**src/rtl/psg_pkg.sv**
```systemverilog
`default_nettype none
// ============================================================================
//  Module      : psg_pkg
//  Description : Shared constants and types for the PSG envelope sequencer.
//                This file defines the attribute address layout, the
//                envelope config select codes and the sequencer state
//                encoding.
//  Ports       : none (package)
//  Revision    : 1.0 - initial release
// ============================================================================
package psg_pkg;

    localparam int PSG_NUM_CH     = 16;
    localparam int PSG_ATTR_BYTES = 4;
    // Attribute address is {ch, byte}.
    localparam int PSG_ADDR_W     = $clog2(PSG_NUM_CH * PSG_ATTR_BYTES);
    localparam int PSG_VOL_W      = 6;

    // Attribute byte 2 holds {lr[1:0], vol[5:0]}.
    localparam logic [1:0] PSG_VOL_BYTE = 2'd2;

    // Envelope config select (env_addr[0]).
    localparam logic ENV_SEL_TARGET = 1'b0;
    localparam logic ENV_SEL_RATE   = 1'b1;

    typedef enum logic [1:0] {
        ENV_IDLE = 2'd0,
        ENV_SCAN = 2'd1,
        ENV_WAIT = 2'd2
    } env_state_e;

endpackage
`default_nettype wire

```
**src/rtl/psg_env_chan_step.sv**
```systemverilog
`default_nettype none
// ============================================================================
//  Module      : psg_env_chan_step
//  Description : Computes one envelope step for a single channel. This is
//                purely combinational logic. When the channel is enabled
//                and is not yet at its target, the module does one of two
//                things:
//                  - It counts the step-period counter down.
//                  - When the counter has expired, it reloads the counter
//                    and moves the volume one unit toward the target.
//  Ports       : en_i        channel envelope enable
//                cur_vol_i   current volume
//                target_i    target volume
//                rate_i      step period reload value
//                cnt_i       current step-period counter
//                nxt_vol_o   volume after this visit
//                nxt_cnt_o   counter after this visit
//                do_write_o  a volume write must be issued to the PSG
//  Revision    : 1.0 - initial release
// ============================================================================
module psg_env_chan_step
    import psg_pkg::*;
#(
    parameter int RATE_W = 8
) (
    input  logic                 en_i,
    input  logic [PSG_VOL_W-1:0] cur_vol_i,
    input  logic [PSG_VOL_W-1:0] target_i,
    input  logic [RATE_W-1:0]    rate_i,
    input  logic [RATE_W-1:0]    cnt_i,
    output logic [PSG_VOL_W-1:0] nxt_vol_o,
    output logic [RATE_W-1:0]    nxt_cnt_o,
    output logic                 do_write_o
);

    always_comb begin
        nxt_vol_o  = cur_vol_i;
        nxt_cnt_o  = cnt_i;
        do_write_o = 1'b0;
        // The channel is left frozen (counter included) once it has
        // reached its target. Stepping stops at the target, so the
        // volume can never wrap.
        if (en_i && (cur_vol_i != target_i)) begin
            if (cnt_i == '0) begin
                nxt_cnt_o  = rate_i;
                do_write_o = 1'b1;
                if (target_i > cur_vol_i) begin
                    nxt_vol_o = cur_vol_i + 1'b1;
                end else begin
                    nxt_vol_o = cur_vol_i - 1'b1;
                end
            end else begin
                nxt_cnt_o = cnt_i - 1'b1;
            end
        end
    end

endmodule
`default_nettype wire

```
**src/rtl/psg_env_sequencer.sv**
```systemverilog
`default_nettype none
// ============================================================================
//  Module      : psg_env_sequencer
//  Description : Hardware volume-envelope sequencer for the 16-channel PSG.
//                It forwards CPU attribute writes to the PSG. On every
//                sample tick it scans all channels and ramps each enabled
//                channel's volume toward its target by rewriting attribute
//                byte 2. CPU writes always win the shared port.
//  Ports       : clk_i          system clock
//                rst_n_i        synchronous active-low reset
//                cpu_addr_i     CPU attribute address {ch,byte}
//                cpu_wrdata_i   CPU attribute write data
//                cpu_write_i    CPU attribute write strobe
//                env_addr_i     {ch, sel} envelope config address
//                env_wrdata_i   envelope config data
//                env_write_i    envelope config write strobe
//                next_sample_i  sample tick
//                attr_addr_o    PSG attribute address (registered)
//                attr_wrdata_o  PSG attribute data (registered)
//                attr_write_o   PSG attribute write strobe (registered)
//                env_busy_o     scan in progress
//                env_overrun_o  sticky: sample tick arrived while busy
//  Revision    : 1.0 - initial release
// ============================================================================
module psg_env_sequencer
    import psg_pkg::*;
#(
    parameter int NUM_CH = PSG_NUM_CH,
    parameter int RATE_W = 8
) (
    input  logic                  clk_i,
    input  logic                  rst_n_i,
    input  logic [PSG_ADDR_W-1:0] cpu_addr_i,
    input  logic [7:0]            cpu_wrdata_i,
    input  logic                  cpu_write_i,
    input  logic [4:0]            env_addr_i,
    input  logic [7:0]            env_wrdata_i,
    input  logic                  env_write_i,
    input  logic                  next_sample_i,
    output logic [PSG_ADDR_W-1:0] attr_addr_o,
    output logic [7:0]            attr_wrdata_o,
    output logic                  attr_write_o,
    output logic                  env_busy_o,
    output logic                  env_overrun_o
);

    localparam logic [3:0] LAST_CH = 4'(NUM_CH - 1);

    // Per-channel state
    logic [PSG_VOL_W-1:0] cur_vol_q [NUM_CH];
    logic [PSG_VOL_W-1:0] target_q  [NUM_CH];
    logic [RATE_W-1:0]    rate_q    [NUM_CH];
    logic [RATE_W-1:0]    cnt_q     [NUM_CH];
    logic [1:0]           lr_q      [NUM_CH];
    logic [NUM_CH-1:0]    en_q;

    // Scan control
    env_state_e           state_q, state_d;
    logic [3:0]           ch_q, ch_d;
    logic [7:0]           pend_data_q, pend_data_d;
    logic                 overrun_q, overrun_d;

    // Output port
    logic [PSG_ADDR_W-1:0] attr_addr_q, attr_addr_d;
    logic [7:0]            attr_data_q, attr_data_d;
    logic                  attr_write_q, attr_write_d;

    logic [PSG_VOL_W-1:0] w_step_vol;
    logic [RATE_W-1:0]    w_step_cnt;
    logic                 w_step_wr;
    logic                 w_visit;
    logic                 w_cpu_vol;
    logic                 w_cpu_hit;
    logic [3:0]           w_cpu_ch;
    logic [3:0]           w_env_ch;
    logic                 w_unused;

    assign w_visit   = (state_q == ENV_SCAN);
    assign w_cpu_ch  = cpu_addr_i[PSG_ADDR_W-1:2];
    assign w_env_ch  = env_addr_i[4:1];
    assign w_cpu_vol = cpu_write_i && (cpu_addr_i[1:0] == PSG_VOL_BYTE);
    // A CPU write to the volume byte of the channel being processed
    // supersedes any envelope write for that channel.
    assign w_cpu_hit = w_cpu_vol && (w_cpu_ch == ch_q);
    assign w_unused  = env_wrdata_i[6];

    psg_env_chan_step #(
        .RATE_W     (RATE_W)
    ) u_step (
        .en_i       (en_q[ch_q]),
        .cur_vol_i  (cur_vol_q[ch_q]),
        .target_i   (target_q[ch_q]),
        .rate_i     (rate_q[ch_q]),
        .cnt_i      (cnt_q[ch_q]),
        .nxt_vol_o  (w_step_vol),
        .nxt_cnt_o  (w_step_cnt),
        .do_write_o (w_step_wr)
    );

    // ------------------------------------------------------------------
    // FSM next-state and port arbitration
    // ------------------------------------------------------------------
    always_comb begin
        state_d      = state_q;
        ch_d         = ch_q;
        pend_data_d  = pend_data_q;
        overrun_d    = overrun_q;
        attr_write_d = 1'b0;
        attr_addr_d  = cpu_addr_i;
        attr_data_d  = cpu_wrdata_i;

        // The CPU always owns the port in the cycle it writes.
        if (cpu_write_i) begin
            attr_write_d = 1'b1;
        end

        case (state_q)
            ENV_IDLE: begin
                if (next_sample_i) begin
                    state_d = ENV_SCAN;
                    ch_d    = 4'd0;
                end
            end
            ENV_SCAN: begin
                if (next_sample_i) begin
                    overrun_d = 1'b1;
                end
                if (w_step_wr && cpu_write_i && !w_cpu_hit) begin
                    // Port taken by an unrelated CPU write: park the
                    // envelope write and retry.
                    state_d     = ENV_WAIT;
                    pend_data_d = {lr_q[ch_q], w_step_vol};
                end else begin
                    if (w_step_wr && !cpu_write_i) begin
                        attr_write_d = 1'b1;
                        attr_addr_d  = {ch_q, PSG_VOL_BYTE};
                        attr_data_d  = {lr_q[ch_q], w_step_vol};
                    end
                    if (ch_q == LAST_CH) begin
                        state_d = ENV_IDLE;
                    end else begin
                        ch_d = ch_q + 4'd1;
                    end
                end
            end
            ENV_WAIT: begin
                if (next_sample_i) begin
                    overrun_d = 1'b1;
                end
                if (!cpu_write_i || w_cpu_hit) begin
                    // Issue the parked write. Drop it instead if the CPU
                    // has just rewritten the same volume byte.
                    if (!cpu_write_i) begin
                        attr_write_d = 1'b1;
                        attr_addr_d  = {ch_q, PSG_VOL_BYTE};
                        attr_data_d  = pend_data_q;
                    end
                    if (ch_q == LAST_CH) begin
                        state_d = ENV_IDLE;
                    end else begin
                        state_d = ENV_SCAN;
                        ch_d    = ch_q + 4'd1;
                    end
                end
            end
            default: begin
                state_d = ENV_IDLE;
            end
        endcase
    end

    // ------------------------------------------------------------------
    // Control and output registers
    // ------------------------------------------------------------------
    always_ff @(posedge clk_i) begin
        if (!rst_n_i) begin
            state_q      <= ENV_IDLE;
            ch_q         <= 4'd0;
            pend_data_q  <= 8'd0;
            overrun_q    <= 1'b0;
            attr_write_q <= 1'b0;
            attr_addr_q  <= '0;
            attr_data_q  <= 8'd0;
        end else begin
            state_q      <= state_d;
            ch_q         <= ch_d;
            pend_data_q  <= pend_data_d;
            overrun_q    <= overrun_d;
            attr_write_q <= attr_write_d;
            attr_addr_q  <= attr_addr_d;
            attr_data_q  <= attr_data_d;
        end
    end

    // ------------------------------------------------------------------
    // Per-channel registers. The CPU volume write is applied last so that
    // it overrides an envelope step to the same channel in the same cycle.
    // ------------------------------------------------------------------
    always_ff @(posedge clk_i) begin
        if (!rst_n_i) begin
            for (int i = 0; i < NUM_CH; i++) begin
                cur_vol_q[i] <= '0;
                target_q[i]  <= '0;
                rate_q[i]    <= '0;
                cnt_q[i]     <= '0;
                lr_q[i]      <= 2'd0;
            end
            en_q <= '0;
        end else begin
            if (w_visit) begin
                cur_vol_q[ch_q] <= w_step_vol;
                cnt_q[ch_q]     <= w_step_cnt;
            end
            if (env_write_i) begin
                if (env_addr_i[0] == ENV_SEL_TARGET) begin
                    en_q[w_env_ch]     <= env_wrdata_i[7];
                    target_q[w_env_ch] <= env_wrdata_i[PSG_VOL_W-1:0];
                end else if (env_addr_i[0] == ENV_SEL_RATE) begin
                    rate_q[w_env_ch]   <= RATE_W'(env_wrdata_i);
                end
            end
            if (w_cpu_vol) begin
                lr_q[w_cpu_ch]      <= cpu_wrdata_i[7:6];
                cur_vol_q[w_cpu_ch] <= cpu_wrdata_i[PSG_VOL_W-1:0];
                cnt_q[w_cpu_ch]     <= rate_q[w_cpu_ch];
            end
        end
    end

    assign attr_addr_o   = attr_addr_q;
    assign attr_wrdata_o = attr_data_q;
    assign attr_write_o  = attr_write_q;
    assign env_busy_o    = (state_q != ENV_IDLE);
    assign env_overrun_o = overrun_q;

endmodule
`default_nettype wire

```
**config.mk**
```make
export PLATFORM = sky130hd
export DESIGN_NAME = psg_env_sequencer
export DESIGN_NICKNAME = d
export VERILOG_FILES = /design/src/rtl/psg_pkg.sv /design/src/rtl/psg_env_chan_step.sv /design/src/rtl/psg_env_sequencer.sv
export SDC_FILE = /design/constraint.sdc
export NUM_CORES = 1
export LEC_CHECK = 0
export ABC_AREA = 1
export CORE_MARGIN = 2
export CORE_UTILIZATION = 40
export DETAILED_ROUTE_END_ITERATION = 16
export SLEW_MARGIN = 5
export SYNTH_ARGS = -nofsm -noshare
export SYNTH_HDL_FRONTEND = slang
export SYNTH_HIERARCHICAL = 1
export SYNTH_SLANG_ARGS = --single-unit
```
**constraint.sdc**
```tcl
create_clock -name clk_i -period 3.7 [get_ports clk_i]
set_input_delay 0.555 -clock clk_i [delete_from_list [all_inputs] [get_ports clk_i]]
set_output_delay 0.555 -clock clk_i [all_outputs]
set_load 0.05 [all_outputs]
```
# Word-level counts from Yosys, hierarchy flattened
# Memory sizes are Yosys's and may differ from the RTL's. A register that Yosys moved wholly into a read port is not among the register bits.
# Cells that the tools add are included.
[classes] n_shift=0 n_bitwise=1 eq_ne=10 muxes=85 div_mod_pow=0 reduce_logical=27 magnitude_cmp=4 n_mul=0 add_sub_neg=4
[op_table] cell="2-to-1 mux 4 bit" n=21
[op_table] cell="2-to-1 mux 8 bit" n=9
[op_table] cell="2-to-1 mux 6 bit" n=10
[op_table] cell="2-to-1 mux 1 bit" n=32
[op_table] cell="OR reduction 8 bit" n=3
[op_table] cell="OR reduction 6 bit" n=3
[op_table] cell="bitwise mux 16 bit" n=1
[op_table] cell="case mux 8 bit (2 select lines)" n=1
[op_table] cell="case mux 4 bit (3 select lines)" n=1
[op_table] cell="case mux 6 bit (2 select lines)" n=1
[op_table] cell="< comparator 4 x 5 -> 1 bit (second input constant)" n=2
[op_table] cell="2-to-1 mux 2 bit" n=5
[op_table] cell="logical NOT 8 bit" n=1
[op_table] cell="subtractor 8 x 1 -> 8 bit (second input constant)" n=1
[op_table] cell="logical AND 1 bit" n=7
[op_table] cell="adder 6 x 1 -> 6 bit (second input constant)" n=1
[op_table] cell="greater-than comparator 6 bit" n=1
[op_table] cell="inequality test 2 bit (second input constant)" n=3
[op_table] cell="inequality test 6 bit" n=1
[op_table] cell="case mux 2 bit (3 select lines)" n=1
[op_table] cell="AND reduction 2 bit" n=3
[op_table] cell="subtractor 6 x 1 -> 6 bit (second input constant)" n=1
[op_table] cell="adder 4 x 1 -> 4 bit (second input constant)" n=1
[op_table] cell="binary-select mux 1 bit (select 4 bit)" n=1
[op_table] cell="other kinds (17)" n=20
[word_totals] register_bits=46 ramBits=480 in_bits=32 latch_bits=0 mem_bits_ro=0 n_memories=5 wordCells=144 out_inout_bits=17
[memory_table] name="cnt_q" depth=16 width=8 read_ports=1 rd_clocked_by_memory_dff=1 write_ports=16 line="psg_env_sequencer.sv:53" text="logic [RATE_W-1:0] cnt_q [NUM_CH];"
[memory_table] name="rate_q" depth=16 width=8 read_ports=2 rd_clocked_by_memory_dff=1 write_ports=16 line="psg_env_sequencer.sv:52" text="logic [RATE_W-1:0] rate_q [NUM_CH];"
[memory_table] name="cur_vol_q" depth=16 width=6 read_ports=1 rd_clocked_by_memory_dff=1 write_ports=16 line="psg_env_sequencer.sv:50" text="logic [PSG_VOL_W-1:0] cur_vol_q [NUM_CH];"
[memory_table] name="target_q" depth=16 width=6 read_ports=1 rd_clocked_by_memory_dff=1 write_ports=16 line="psg_env_sequencer.sv:51" text="logic [PSG_VOL_W-1:0] target_q [NUM_CH];"
[memory_table] name="lr_q" depth=16 width=2 read_ports=1 rd_clocked_by_memory_dff=1 write_ports=16 line="psg_env_sequencer.sv:54" text="logic [1:0] lr_q [NUM_CH];"

# Logic depth before layout (Yosys ltp)
# Gate-level depths: netlist of run 1.
[logic_depth] depth_word=10 mapped_depth=32 ltp_nobuf=28

# Cells and area by module
# The synthesis of run 1 kept the hierarchy.
[by_module_without_submodules] module="psg_env_sequencer" instances=1 seq_area_each_um2=15414.8 cells_each=2777 area_per_inst_um2=26933.3
[by_module_without_submodules] module="psg_env_chan_step" instances=1 seq_area_each_um2=0.0 cells_each=128 area_per_inst_um2=760.7

# Least setup slack after synthesis of run 1
# No wires, ideal clock.
[synth_path] path_kind="reg-to-reg" startpoint="register with a tool-made name" endpoint="memory cur_vol_q[6][5], data pin" stages_incl_launch_ff=31 t_required_ns=3.548 arrival_time_ns=3.822 synth_period_minus_slack_ns=3.975 setup_slack_ns=-0.275 path_buffers=6 setup_ns=0.152 path_cell_list="dfxtp_1 > buf_2 > buf_2 > buf_2 > buf_2 > a21oi_1 > o21ai_0 > o211ai_1 > o211ai_1 > nand2_1 > inv_1 > ha_1 > nand2_1 > nor2_2 > nand2_1 > nand3_1 > nand2_1 > ha_1 > nand2_1 > nand2_1 > nand2_1 > nand2_1 > nor2_1 > nand3_1 > nand3_1 > nand2_1 > nand2_1 > buf_1 > buf_1 > nand3_1 > o21ai_0"
[synth_lines] element="end: declaration" line="psg_env_sequencer.sv:50"

==> results of run 1 <==
path summary, 6_finish.rpt:
kind / endpoint / slack [ps] / from
min: lr_q[0][0] / 450 / rst_n_i
max reg2reg: cur_vol_q[0][5] / -420 / flip-flop
max: cur_vol_q[0][5] / -420 / flip-flop
min reg2reg: pend_data_q[2] / 470 / pend_data_q[2]
routing by layer:
layer  track usage [%]  vias up
li1                  -    10400
met1              31.8    11300
met5                 0        -
met4              9.82        2
met3              4.80      210
met2              41.6     1160
cell type report:
type                    count  area (µm²)  area share (%)
clock inverters            37         443            1.35
multi-input cells        1910       10800            32.9
inverters                 211         802            2.44
diodes                      1        2.50         0.00760
flip-flops and latches    530       15400            46.9
well taps                 931        1160            3.54
repair buffers            253        2760            8.37
clock buffers              70        1480            4.48
repair_timing:
item                       4_1_cts  5_1_grt
hold buffers                     0        0
cloned                           5        8
pin swaps                        9       53
setup endpoints to repair      234      228
resized for setup              102      127
setup buffers                   23       15
state kept, by name, summed over array words and instances (netlist names), named ones only:
signal	cells
cnt_q	128
rate_q	128
cur_vol_q	96
target_q	96
lr_q	32
en_q	16
attr_wrdata_o	8
pend_data_q	8
attr_addr_o	6
ch_q	4
state_q	2
attr_write_o	1
env_overrun_o	1
placed cells by master, fill, tap and decap left out, drive strengths merged, types with 79 or more instances in the layout:
master    n
a21oi   157
buf     197
clkbuf   79
edfxtp  480
inv     210
mux2i   112
nand2   288
nand3   302
nor2    349
o211ai  125
o21ai   422
power breakdown:
part           switching [mW]  leakage, nW  internal (mW)
registers               0.208         5.16           6.94
clock network            2.50        0.935           3.48
logic                    7.76         5.69           5.31
total                    10.5         11.8           15.7
logic make-up (layout without fill, tap and decap cells):
family	count (synthesis)	after routing	share of synthesized area, %
other	0	1	0
XOR/XNOR	7	7	0.221
multiplexers	112	112	4.05
adder cells (fa/ha/maj)	22	22	1.02
AND/OR/NAND/NOR	975	975	15.6
buffers and inverters	465	571	7.12
AO/OA/AOI/OAI	794	794	16.3
flip-flops	530	530	55.7
synth_stat cells (all sizes together):
cell / n / share of area [%]
a31oi: 3 / 0.068
o211ai: 125 / 3.4
mux2i: 112 / 4.0
and2: 1 / 0.023
nand2: 288 / 4.0
a22o: 6 / 0.19
nand3: 302 / 5.5
clkbuf: 152 / 2.1
nand4: 4 / 0.14
clkinv: 2 / 0.027
o21ai: 422 / 7.6
edfxtp: 480 / 52
xnor2: 2 / 0.063
ha: 21 / 0.95
a21oi: 157 / 2.9
a22oi: 64 / 1.7
o31ai: 3 / 0.081
a21boi: 8 / 0.24
nor2: 349 / 4.9
o22ai: 5 / 0.11
a221oi: 1 / 0.032
inv: 209 / 2.9
fa: 1 / 0.072
nor3: 13 / 0.63
buf: 102 / 2.2
or2: 18 / 0.41
xor2: 5 / 0.16
dfxtp: 50 / 3.6
==> impl_metrics.ini, run 1 <==
[run_status]
outcome = complete, but fails checks
violations = setup timing

[placed_design]
dp_hpwl_um = 60000
portBuffers = 48
post-place-cells = 3787
routabilityCongestion = 0.903
dp_slack_ps = -363
post_dp_cell_area_um2 = 29800

[detailed_routing]
drtPass1Iterations = 6
dr_wl_met3_um = 8060
ant_nets = 0
top_layer_used = met5
route.detailed.drc = 0
routed-via-count = 23100
wl_per_cell_um = 23.3
met1_length_um = 36100
drtIter0Drc = 2543
drt-total-wl_um = 91800
wl_met2_um = 44300
via_per_inst = 5.85

[floorplan]
die_w_um = 267
coreArea_um2 = 68600
die-height_um = 267
start_util_pct = 40.4
fp-row-count = 96
pin_count = 49
dieArea_um2 = 71400

[final_layout]
postLayoutCoreUtil_pct = 48.0
fin_nets = 3017
area_growth_pct = 18.8
drive_gt1_share_pct = 15.0
final_cells = 3943
filler_cell_count = 6277
fin_area_um2 = 32900

[setup_path]
start_kind = flip-flop
endpoint_kind = flip-flop
rr_worst_depth = 27
cp_common_cell = nand2_2
worstPathArrival_ps = 4480
crit_type = flip-flop to flip-flop
critPathRequiredTime_ps = 4060
cp.depth = 27
worst_path_dominant_cell_family = simple AND/OR/NAND/NOR gates
crit_slowest_cell = dfxtp_4
max_stage_delay_ps = 360
crit_path_max_fanout = 6
path_buf_inv = 6

[pwr]
peakVddDrop_mv = 0.633
cellLeakagePower_nw = 11.8
power_density_nw_per_um2 = 796
report.power.total_mw = 26.2

[sta]
timing.fmax_mhz = 243
post-route-period-util_pct = 111
finalSetupTns_ps = -21280
timing.hold.ws_ps = 449
setup_violations = 92
period_minus_slack_ps = 4120
rsz0062_at_grt = yes
drv_slew = 0
hold_viol_final = 0
tightest_slew_ps = 1380
setup_ws_ps = -423
maxSlewHeadroom_pct = 7.63
worst_clock_skew_ps = 36.1

[clock_tree]
numClockSinks = 530
cts_buffer_depth = 3
cts_made_buffers = 57
cts_tree = done
path_clk_slew_ps = 70
insertion_delay_ps = 640
root_buffer = clkbuf_16
htree_num_levels = 2

[yosys]
ys_types = 46
synth_area_um2 = 27700
syn_nets = 2959
seq_area_frac_synth_pct = 55.7
syn-mean-instance-area_um2 = 9.53
ys_seq_elements = 530
yosysWarnings = 6
syn_inst = 2905

[global_routing]
antenna_found_initial = 1
grt_max_degree = 71
grt_use_total_pct = 24.9
grt_pass1_vias = 21900
grt_pass1_wl_um = 134000
grt-ovfl-total = 0

[worst_hold_path]
hold_depth = 2
hold_class = input pin to flip-flop

[run]
maxCapViolations = 0
Note: power is estimated with default switching activity, not from simulation.
==> run 2: changes to the inputs <==
- CORE_ASPECT_RATIO: unset -> 1.2
- CTS_CLUSTER_DIAMETER: unset -> 50
- SKIP_LAST_GASP: unset -> 1
==> run 2 against run 1 <==
The run still ends with setup timing left; critical path depth is 4 lower; die area hardly changed; first-iteration DRC count decreased by 1.5%; total power up 1.1%; final cell count down 0.46%; clock skew shrank 2.0 ps; hold slack lost 110 ps; clock power rose by 5.9%; critical path type unchanged; largest power group unchanged; highest routed layer is now met4.
==> impl_metrics.ini, run 2 (synthesis results as in run 1) <==
[sta]
setup_ws_ps = -217
post-route-period-util_pct = 106
setup_violations = 75
maxSlewHeadroom_pct = 15.8
worst_clock_skew_ps = 34.1
timing.fmax_mhz = 255
rsz0062_at_grt = yes
tightest_slew_ps = 1260
drv_slew = 0
finalSetupTns_ps = -11690
hold_viol_final = 0
period_minus_slack_ps = 3920

[pwr]
p_sw_mw = 10.7
clkPwrFrac_pct = 23.9
cellLeakagePower_nw = 11.8
netSwitchingFraction_pct = 40.4
report.power.total_mw = 26.5
power_frac_comb_pct = 49.1
p_int_mw = 15.8
power_density_nw_per_um2 = 807
power_frac_seq_pct = 27.0
peakVddDrop_mv = 0.668

[detailed_routing]
wl_per_cell_um = 23.9
ant_nets = 0
route.detailed.drc = 0
via_per_inst = 5.85
drt-total-wl_um = 93800
drtPass1Iterations = 5
routed-via-count = 23000
drtIter0Drc = 2505

[final_layout]
layout_commonest_cell = edfxtp_1
fin_area_um2 = 32800
layout_common_cells = 480 x edfxtp_1, 336 x nor2_1, 290 x nand3_1, 275 x o21ai_0, 273 x nand2_1
area_growth_pct = 18.5
drive_gt1_share_pct = 13.7
final_cells = 3925
largest_registers = cnt_q: 128 flops, rate_q: 128 flops
fin_nets = 3016

[floorplan]
fp-row-count = 105
die_w_um = 244
coreArea_um2 = 68400
dieArea_um2 = 71400
start_util_pct = 40.5
pin_count = 49
die-height_um = 292

[global_routing]
antenna_found_initial = 0
grt_max_degree = 72
grt-ovfl-total = 0
grt_pass1_vias = 22300
grt_use_total_pct = 25.4
grt_pass1_wl_um = 136000

[clock_tree]
cts_buffer_depth = 3
holdBufCountCts = 0
numClockSinks = 530
root_buffer = clkbuf_16
cts_tree = done
htree_num_levels = 3
insertion_delay_ps = 620
path_clk_slew_ps = 60
cts_made_buffers = 66

[run_status]
outcome = complete, but fails checks
violations = setup timing

[setup_path]
crit_slowest_cell = dfxtp_4
max_stage_delay_ps = 370
cp_common_cell = nand2_1
reg2reg_slack_ps = -220
crit_type = flip-flop to flip-flop
worstPathArrival_ps = 4460
critPathRequiredTime_ps = 4240
endpoint_kind = flip-flop
cp_cell_sequence = buf_12 > buf_8 > mux2i_2 > o211ai_1 > o211ai_1 > nand2_1 > inv_2 > ha_4 > nand2_4 > nor2_4 > nand2_2 > nand3_4 > nand2_8 > buf_6 > fa_2 > buf_4 > xor2_2 > nand2_1 > o21ai_4 > clkbuf_16 > a22o_1 > nand2_1 > a21oi_1
crit_path_max_fanout = 6
start_kind = flip-flop

[placed_design]
portBuffers = 48
dp_slack_ps = -168
dp_hpwl_um = 61200
post_dp_cell_area_um2 = 29800
routabilityCongestion = 0.919
post-place-cells = 3768

[worst_hold_path]
hold_class = input pin to flip-flop
hold_path.startpoint = rst_n_i

[run]
maxCapViolations = 0
run 2: cell types whose count changed in the layout (fill, tap and decap cells not counted), moves of 9 or more:
cell	delta
nand2_1	+14
o21ai_0	+28
nand2_2	-10
nand3_1	+9
clkbuf_16	+10
o21ai_1	-23
run 2: cell type report:
| class | count | area, µm² |
|---|---|---|
| multi-input combinational | 1910 | 10700 |
| clock buffer | 84 | 1760 |
| clock inverter | 37 | 369 |
| sequential | 530 | 15400 |
| inverter | 211 | 807 |
| timing repair buffer | 243 | 2660 |
| fill | 6216 | 35600 |
| antenna | 1 | 2.50 |
| tap | 909 | 1140 |
run 2: worst max-delay path, delay by kind of cell, from the launching register on:
family	cells	cell delay, ps
xor+xnor	1	150
compound gates	5	890
fa+ha+maj	2	640
simple gates	8	720
flops	1	370
mux	1	150
buf+inv	6	860
run 2: metrics by stage:
| stage | util, % | hold WS (ps) |
|---|---|---|
| after CTS | 47.0 | 312 |
| final | 47.9 | 336 |
| after floorplan | - | 446 |
| after detailed placement | 43.5 | 458 |
| after global placement | 43.5 | 452 |
| after global routing | 47.9 | 344 |
run 2: power groups by stage:
stage	combinational, mW	sequential (mW)	clock [mW]
after floorplan	5.88	7.34	0
after detailed placement	10.3	7.29	0
final	13.0	7.15	6.33
after global placement	10.1	7.28	0
after global routing	13.6	7.19	6.63
after CTS	11.1	7.14	6.39
run 2: final timing paths:
path,cells after the start,endpoint
setup / recovery,23,attr_wrdata_o[2]
hold / removal,3,state_q[0]
setup reg to reg,23,attr_wrdata_o[2]
hold reg to reg,2,pend_data_q[1]
run 2: what timing repair did:
action                                  CTS  global route
setup buffers                             8            14
cloned                                    4             9
endpoints found under the setup margin  182           236
resized for setup                        31           114
pin swaps                                 7            24
run 2: layer usage:
metal	share of wire (%)	vias to the layer above	track usage (%)
li1	-	10400	-
met1	36	11100	29.8
met2	50	1160	44.8
met3	7.5	275	3.27
met4	6.0	0	14.0
met5	0	-	0
